**config.mk**
```make
export PLATFORM = sky130hd
export DESIGN_NAME = serial_adder_unit
export DESIGN_NICKNAME = d
export VERILOG_FILES = /design/src/rtl/serial_alu_pkg.sv /design/src/rtl/serial_fa_cell.sv /design/src/rtl/serial_adder_unit.sv
export SDC_FILE = /design/constraint.sdc
export NUM_CORES = 1
export LEC_CHECK = 0
export ABC_AREA = 1
export CAP_MARGIN = 20
export CORE_ASPECT_RATIO = 0.6
export CORE_MARGIN = 2
export CORE_UTILIZATION = 52
export CTS_CLUSTER_DIAMETER = 80
export DETAILED_ROUTE_END_ITERATION = 10
export PLACE_DENSITY = 0.78
export SLEW_MARGIN = 15
export SYNTH_ARGS = -nofsm -noshare
export SYNTH_HDL_FRONTEND = slang
export SYNTH_HIERARCHICAL = 1
export SYNTH_SLANG_ARGS = --single-unit
```
**constraint.sdc**
```tcl
create_clock -name iClk -period 1.8 [get_ports iClk]
set_input_delay 0.45 -clock iClk [delete_from_list [all_inputs] [get_ports iClk]]
set_output_delay 0.45 -clock iClk [all_outputs]
set_load 0.01 [all_outputs]
```
**src/rtl/serial_alu_pkg.sv**
```systemverilog
// Shared types and constants for the bit-serial ALU datapath blocks.
package serial_alu_pkg;

  localparam int SERIAL_ALU_W = 8;

  typedef enum logic [1:0] {
    IDLE = 2'd0,
    RUN  = 2'd1,
    DONE = 2'd2
  } state_t;

endpackage

```
**src/rtl/serial_fa_cell.sv**
```systemverilog
// Combinational 1-bit full adder used as the single arithmetic cell of the serial adder.
module serial_fa_cell (
  input  logic a,
  input  logic b,
  input  logic cin,
  output logic s,
  output logic cout
);

  assign s    = a ^ b ^ cin;
  assign cout = (a & b) | (a & cin) | (b & cin);

endmodule

```
**src/rtl/serial_adder_unit.sv**
```systemverilog
// Bit-serial W-bit adder, LSB first, one bit per clock, start/busy/done handshake.
// Optional subtract mode (iSub port) is enabled by defining SERIAL_ADDER_SUB_EN.
module serial_adder_unit
  import serial_alu_pkg::*;
#(
  parameter int W = SERIAL_ALU_W
) (
  input  logic         iClk,
  input  logic         iRst,
  input  logic         iStart,
  input  logic [W-1:0] iA,
  input  logic [W-1:0] iB,
`ifdef SERIAL_ADDER_SUB_EN
  input  logic         iSub,
`endif
  output logic         oBusy,
  output logic         oDone,
  output logic [W-1:0] oSum,
  output logic         oCarry
);

  // Handshake: iStart is a request sampled only in IDLE; oBusy is high for the
  // W RUN cycles; oDone pulses for one cycle with oSum/oCarry already valid.
  localparam int CW = (W > 1) ? $clog2(W) : 1;
  localparam logic [CW-1:0] LAST = CW'(W - 1);

  state_t state;
  state_t state_nxt;

  logic [W-1:0]  a_sr;
  logic [W-1:0]  b_sr;
  logic [W-1:0]  sum_sr;
  logic [W-1:0]  sum_nxt;
  logic [CW-1:0] cnt;
  logic          carry;
  logic          sub_q;
  logic          sub_in;
  logic          fa_s;
  logic          fa_cout;

`ifdef SERIAL_ADDER_SUB_EN
  assign sub_in = iSub;
`else
  assign sub_in = 1'b0;
`endif

  serial_fa_cell u_fa (
    .a    (a_sr[0]),
    .b    (b_sr[0]),
    .cin  (carry),
    .s    (fa_s),
    .cout (fa_cout)
  );

  assign sum_nxt = {fa_s, sum_sr[W-1:1]};

  always_ff @(posedge iClk or posedge iRst) begin
    if (iRst) state <= IDLE;
    else      state <= state_nxt;
  end

  always_comb begin
    state_nxt = state;
    oBusy     = 1'b0;
    oDone     = 1'b0;
    case (state)
      IDLE: if (iStart) state_nxt = RUN;
      RUN: begin
        oBusy = 1'b1;
        if (cnt == LAST) state_nxt = DONE;
      end
      DONE: begin
        oDone     = 1'b1;
        state_nxt = IDLE;
      end
      default: state_nxt = IDLE;
    endcase
  end

  always_ff @(posedge iClk or posedge iRst) begin
    if (iRst) begin
      a_sr   <= '0;
      b_sr   <= '0;
      sum_sr <= '0;
      cnt    <= '0;
      carry  <= 1'b0;
      sub_q  <= 1'b0;
      oSum   <= '0;
      oCarry <= 1'b0;
    end else begin
      case (state)
        IDLE: if (iStart) begin
          // Subtract is A + ~B + 1: invert B on capture and seed the carry.
          a_sr   <= iA;
          b_sr   <= sub_in ? ~iB : iB;
          sum_sr <= '0;
          cnt    <= '0;
          carry  <= sub_in;
          sub_q  <= sub_in;
        end
        RUN: begin
          a_sr   <= a_sr >> 1;
          b_sr   <= b_sr >> 1;
          sum_sr <= sum_nxt;
          carry  <= fa_cout;
          cnt    <= cnt + CW'(1);
          if (cnt == LAST) begin
            oSum   <= sum_nxt;
            oCarry <= sub_q ? ~fa_cout : fa_cout;
          end
        end
        default: ;
      endcase
    end
  end

endmodule

```
After elaboration in Yosys (flattened, before gate mapping) --
Cells that the tools add are included.
Storage, ports and cells: flip-flop bits (word level) 39, output and inout bits 11
Cells by class: $add $sub $neg 1, eq/ne operators 5, multiplexer cells 15, bitwise gates (word level) 7, reduce and logical (&&, ||, !) cells 5
Operators with widths (number):
- 8-bit case mux with 2 select lines | 3
- 8-bit two-way mux | 3
- 3-bit case mux with 2 select lines | 1
- 2-bit AND reduction | 3
- 2-bit two-way mux | 2
- 2-bit inequality test (second input constant) | 2
- 2-bit case mux with 2 select lines | 1
- 3-bit by 1-bit adder with 3-bit output (second input constant) | 1
- 1-bit bitwise AND | 3
- 3-bit == test (second input constant) | 1
- 1-bit two-way mux | 3
- 3-bit two-way mux | 1
- 2-bit by 1-bit == test with 1-bit output (second input constant) | 1
- 2-bit == test (second input constant) | 1
- 2-bit zero test | 1
- 1-bit OR | 2
- 1-bit case mux with 2 select lines | 1
- 2-bit nonzero test | 1
- 1-bit bitwise XOR | 2

Logic depth before layout (Yosys ltp) --
word-level depth 4, gate-level depth with buffers 7

Hierarchy --
The synthesis kept the hierarchy.
Modules (own cells, without submodules):
- serial_adder_unit | times used 1, cells each 212, area an instance 1829.3 um^2, sequential area each 950.9 um^2
- serial_fa_cell | times used 1, cells each 1, area an instance 20.0 um^2, sequential area each 0.0 um^2

Least setup slack after synthesis --
No wires, ideal clock.
kind flip-flop to output port, start reg state[0], end out oDone, data arrival time 0.838 ns, required time 1.350 ns, path slack 0.512 ns, stages on the path, launching flop included 4, path buffers 2, path through dfrtp_1 > buf_6 > buf_2 > nor2_1
Between the ends: longest elaborated chain between the ends 2
RTL lines:
- from (decl) | line serial_adder_unit.sv:27 | state_t state;
- from (signal assigned) | line serial_adder_unit.sv:59 | else state <= state_nxt;
- 2-bit == test | line serial_adder_unit.sv:66 | case (state)
- 1-bit two-way mux | line serial_adder_unit.sv:66
- to (decl) | line serial_adder_unit.sv:17 | output logic oDone,
No other way between the ends.

Worst setup path after layout --
start reg state[1], end out oDone
The elaborated chain is that of the path after synthesis.

==> impl_metrics.xml <==
<?xml version="1.0" encoding="UTF-8"?>
<metrics>
  <group name="timing">
    <metric name="max_clock_freq" unit="MHz">604</metric>
    <metric name="timing.final.hold_violations" unit="">0</metric>
    <metric name="finalMaxSlewViolations" unit="">0</metric>
    <metric name="min_period" unit="ns">1.66</metric>
    <metric name="fin_crit_sh" unit="%">92.0</metric>
    <metric name="final.setup_skew" unit="ns">0.00747</metric>
    <metric name="finalSetupViolations" unit="">0</metric>
    <metric name="max_slew.worst_pin.slew" unit="ns">0.248</metric>
    <metric name="setup-tns-final" unit="ns">0</metric>
    <metric name="slew_limit_headroom" unit="%">83.5</metric>
    <metric name="grt_setup_unrepaired" unit="">no</metric>
  </group>
  <group name="cts">
    <metric name="cts_num_sinks" unit="">38</metric>
    <metric name="cts_max_level" unit="">2</metric>
    <metric name="clkLatencyLatePin" unit="ns">0.28</metric>
    <metric name="clk_root_buffer_cell" unit="">clkbuf_8</metric>
    <metric name="tritoncts" unit="">done</metric>
    <metric name="clock_tree.buffer_depth" unit="">2</metric>
    <metric name="cts-buffers-inserted" unit="">5</metric>
    <metric name="cts.clk_slew.worst_paths" unit="ns">0.07</metric>
  </group>
  <group name="global_route">
    <metric name="gr-total-overflow" unit="">0</metric>
    <metric name="wire_length_of_the_first_global_routing_pass" unit="um">6210</metric>
    <metric name="grtUsageTotal" unit="%">20.3</metric>
    <metric name="top_usage_layer" unit="">met1</metric>
    <metric name="use_met2" unit="%">28.4</metric>
    <metric name="initial_antenna_violation_count" unit="">0</metric>
    <metric name="maximum_number_of_pins_on_one_net_before_global_route_repair" unit="">39</metric>
    <metric name="grt.met1_usage" unit="%">30.9</metric>
    <metric name="via_count_of_the_first_global_routing_pass" unit="">1344</metric>
    <metric name="grtUsageMet3" unit="%">6.47</metric>
  </group>
  <group name="synthesis">
    <metric name="syn-instance-count" unit="">213</metric>
    <metric name="ff_latch_count_synth" unit="">38</metric>
    <metric name="mappedNetlistNets" unit="">235</metric>
    <metric name="synth-simple-area-share" unit="%">24.7</metric>
    <metric name="synth.cell_area" unit="um2">1850</metric>
    <metric name="synth_top_family_by_area" unit="">simple AND/OR/NAND/NOR gates</metric>
    <metric name="yosysSeqAreaShare" unit="%">51.4</metric>
    <metric name="synth_fa_ha_area_share" unit="%">2.44</metric>
    <metric name="post_synth_xor_area_fraction" unit="%">0</metric>
    <metric name="synth.distinct_cells" unit="">21</metric>
    <metric name="share_of_synthesized_area_spent_on_multiplexers" unit="%">0</metric>
    <metric name="avgSynthCellArea" unit="um2">8.68</metric>
    <metric name="synth_compound_area_share" unit="%">9.40</metric>
    <metric name="synth-warning-count" unit="">6</metric>
  </group>
  <group name="critical_path">
    <metric name="criticalPathCategory" unit="">reg -&gt; out</metric>
    <metric name="crit_path_start_kind" unit="">register</metric>
    <metric name="critical_path_arrival" unit="ns">1.21</metric>
    <metric name="critPathCaptureType" unit="">output port</metric>
    <metric name="r2r_slack" unit="ns">0.26</metric>
    <metric name="cp_data_required_time" unit="ns">1.35</metric>
    <metric name="worst-path-max-fanout" unit="">2</metric>
  </group>
  <group name="power">
    <metric name="share_comb_of_total_power" unit="%">46.8</metric>
    <metric name="power_switching_share" unit="%">39.4</metric>
    <metric name="power_report.internal_total" unit="mW">2.37</metric>
    <metric name="switchingPower" unit="mW">1.54</metric>
    <metric name="p_leak" unit="nW">1.20</metric>
    <metric name="clock_power_share" unit="%">15.1</metric>
    <metric name="part_of_the_total_power_dissipated_in_sequential_elements" unit="%">38.0</metric>
    <metric name="power_total" unit="mW">3.91</metric>
    <metric name="vdd_ir_drop_max" unit="mV">0.798</metric>
    <metric name="power_per_cell_area" unit="nW/um2">1700</metric>
  </group>
  <group name="floorplanning">
    <metric name="pin_count" unit="">30</metric>
    <metric name="placement_rows" unit="">16</metric>
    <metric name="die_span_y" unit="um">50.2</metric>
    <metric name="start_util" unit="%">55.6</metric>
    <metric name="core_area" unit="um2">3320</metric>
    <metric name="die_wd" unit="um">81.0</metric>
    <metric name="die-area" unit="um2">4070</metric>
  </group>
  <group name="route">
    <metric name="drt_wl_total" unit="um">3600</metric>
    <metric name="routed_via_density" unit="">4.95</metric>
    <metric name="route.vias.total" unit="">1454</metric>
    <metric name="wire_per_inst" unit="um">12.2</metric>
    <metric name="drtIter0Drc" unit="">137</metric>
    <metric name="post-route-drc-count" unit="">0</metric>
    <metric name="drt.antenna.violating_nets" unit="">0</metric>
    <metric name="detailedRoute.firstPassIterationCount" unit="">4</metric>
  </group>
  <group name="final_layout">
    <metric name="antenna_cells_inserted" unit="">0</metric>
    <metric name="drive_gt1_share" unit="%">15.7</metric>
    <metric name="signed_area_change_from_the_synthesized_netlist_to_the_final_layout" unit="%">24.6</metric>
    <metric name="layout.nets" unit="">270</metric>
  </group>
  <group name="placement">
    <metric name="portBuffers" unit="">29</metric>
    <metric name="dpl.hpwl" unit="um">2530</metric>
    <metric name="final_weighted_congestion_in_routability_driven_placement" unit="">0.799</metric>
  </group>
  <group name="status">
    <metric name="run_status" unit="">finished, final reports clean</metric>
  </group>
  <group name="job">
    <metric name="maxCapViolations" unit="">0</metric>
  </group>
  <group name="hold_path">
    <metric name="hp-class" unit="">reg -&gt; reg</metric>
  </group>
</metrics>
[sequential cells by signal, indices dropped and copies added, names as in the netlist]
| register | cells |
|---|---|
| a_sr | 8 |
| oSum | 8 |
| state | 2 |
| cnt | 3 |
| b_sr | 8 |
| sum_sr | 7 |
| oCarry | 1 |
| carry | 1 |
[cells by family (layout without fill, tap and decap cells)]
group,count (synthesis),in the layout
buffers and inverters,47,83
adders and majority gates,3,3
and+or+nand+nor,104,104
AOI/OAI and AO/OA,21,21
DFF,38,38
[through the flow]
| step | instance area (um2) | hold WS (ns) | cells | worst slack, ns | util (%) |
|---|---|---|---|---|---|
| CTS | 2300 | 0.485 | 294 | 0.134 | 69.4 |
| global placement | 2210 | 0.461 | 285 | 0.201 | 66.5 |
| global route | 2300 | 0.500 | 294 | 0.0599 | 69.4 |
| finish | 2300 | 0.481 | 294 | 0.144 | 69.4 |
| floorplan | 1850 | 0.446 | 213 | 0.489 | - |
| detailed placement | 2210 | 0.467 | 285 | 0.182 | 66.5 |
[power groups by stage]
stage	clock [mW]	combinational (mW)	sequential (mW)
after floorplan	0	1.26	1.50
after global placement	0	1.79	1.48
after detailed placement	0	1.84	1.50
after CTS	0.597	1.85	1.49
after global routing	0.653	2.06	1.54
final	0.592	1.83	1.49
[per-layer routing]
| layer | share of wire, % | wire (um) |
|---|---|---|
| met1 | 52 | 1870 |
| met2 | 42 | 1530 |
| met4 | 0.78 | 28 |
| met5 | 0 | 0 |
| met3 | 4.7 | 170 |
[repair_timing]
action | 4_1_cts | 5_1_grt
resized for setup | 2 | 0
endpoints found under the setup margin | 2 | 0
setup buffers | 1 | 0
hold buffers | 0 | 0
[worst paths after layout]
path / from / to / cells past startpoint
worst max-delay path: state[1] / oDone / 4
worst min-delay path: a_sr[3] / a_sr[3] / 2
worst max register to register: state[1] / a_sr[2] / 8
worst min register to register: a_sr[3] / a_sr[3] / 2
max in group asynchronous: iRst / a_sr[1] / 3
min in group asynchronous: iRst / b_sr[4] / 3
[synthesized netlist by cell type, drive strengths merged]
| library cell | number | area (um2) |
|---|---|---|
| nand2 | 72 | 293 |
| dfrtp | 38 | 951 |
| inv | 38 | 145 |
| nand3 | 27 | 135 |
| o21ai | 19 | 159 |
| buf | 9 | 77.6 |
| nor2 | 4 | 22.5 |
| ha | 2 | 25.0 |
| a21oi | 1 | 8.76 |
| fa | 1 | 20.0 |
| nand4 | 1 | 6.26 |
| o22ai | 1 | 6.26 |
[layout make-up]
cell class / count / area [um2]
clock inverter: 1 / 5.00
inverter: 38 / 145
multi-input combinational: 128 / 676
timing repair buffer: 37 / 385
fill: 263 / 1020
clock buffer: 7 / 86.3
tap: 45 / 56.3
sequential: 38 / 951
[worst max-delay path, stage by stage (launching register included)]
cell and delay [ns]:
dfrtp_1 0.39, buf_4 0.14, inv_4 0.03, nor2_1 0.09, dlygate4sd2_1 0.28
[cell usage in the layout, fill, tap and decap left out]
cell type,instances
o21ai_2,14
nor2_4,1
nand2_1,67
buf_4,5
nor2_1,3
o21ai_1,4
dlygate4sd2_1,2
inv_1,36
a21oi_2,1
nand4_1,1
buf_12,3
clkbuf_1,1
nand2_2,3
nand3_1,27
inv_4,1
clkbuf_8,6
o22ai_1,1
o21ai_4,1
clkdlybuf4s50_1,27
clkinv_2,1
dfrtp_1,38
inv_2,1
ha_1,2
fa_1,1
nand2_4,2
Note: power is estimated with default switching activity, not from simulation.
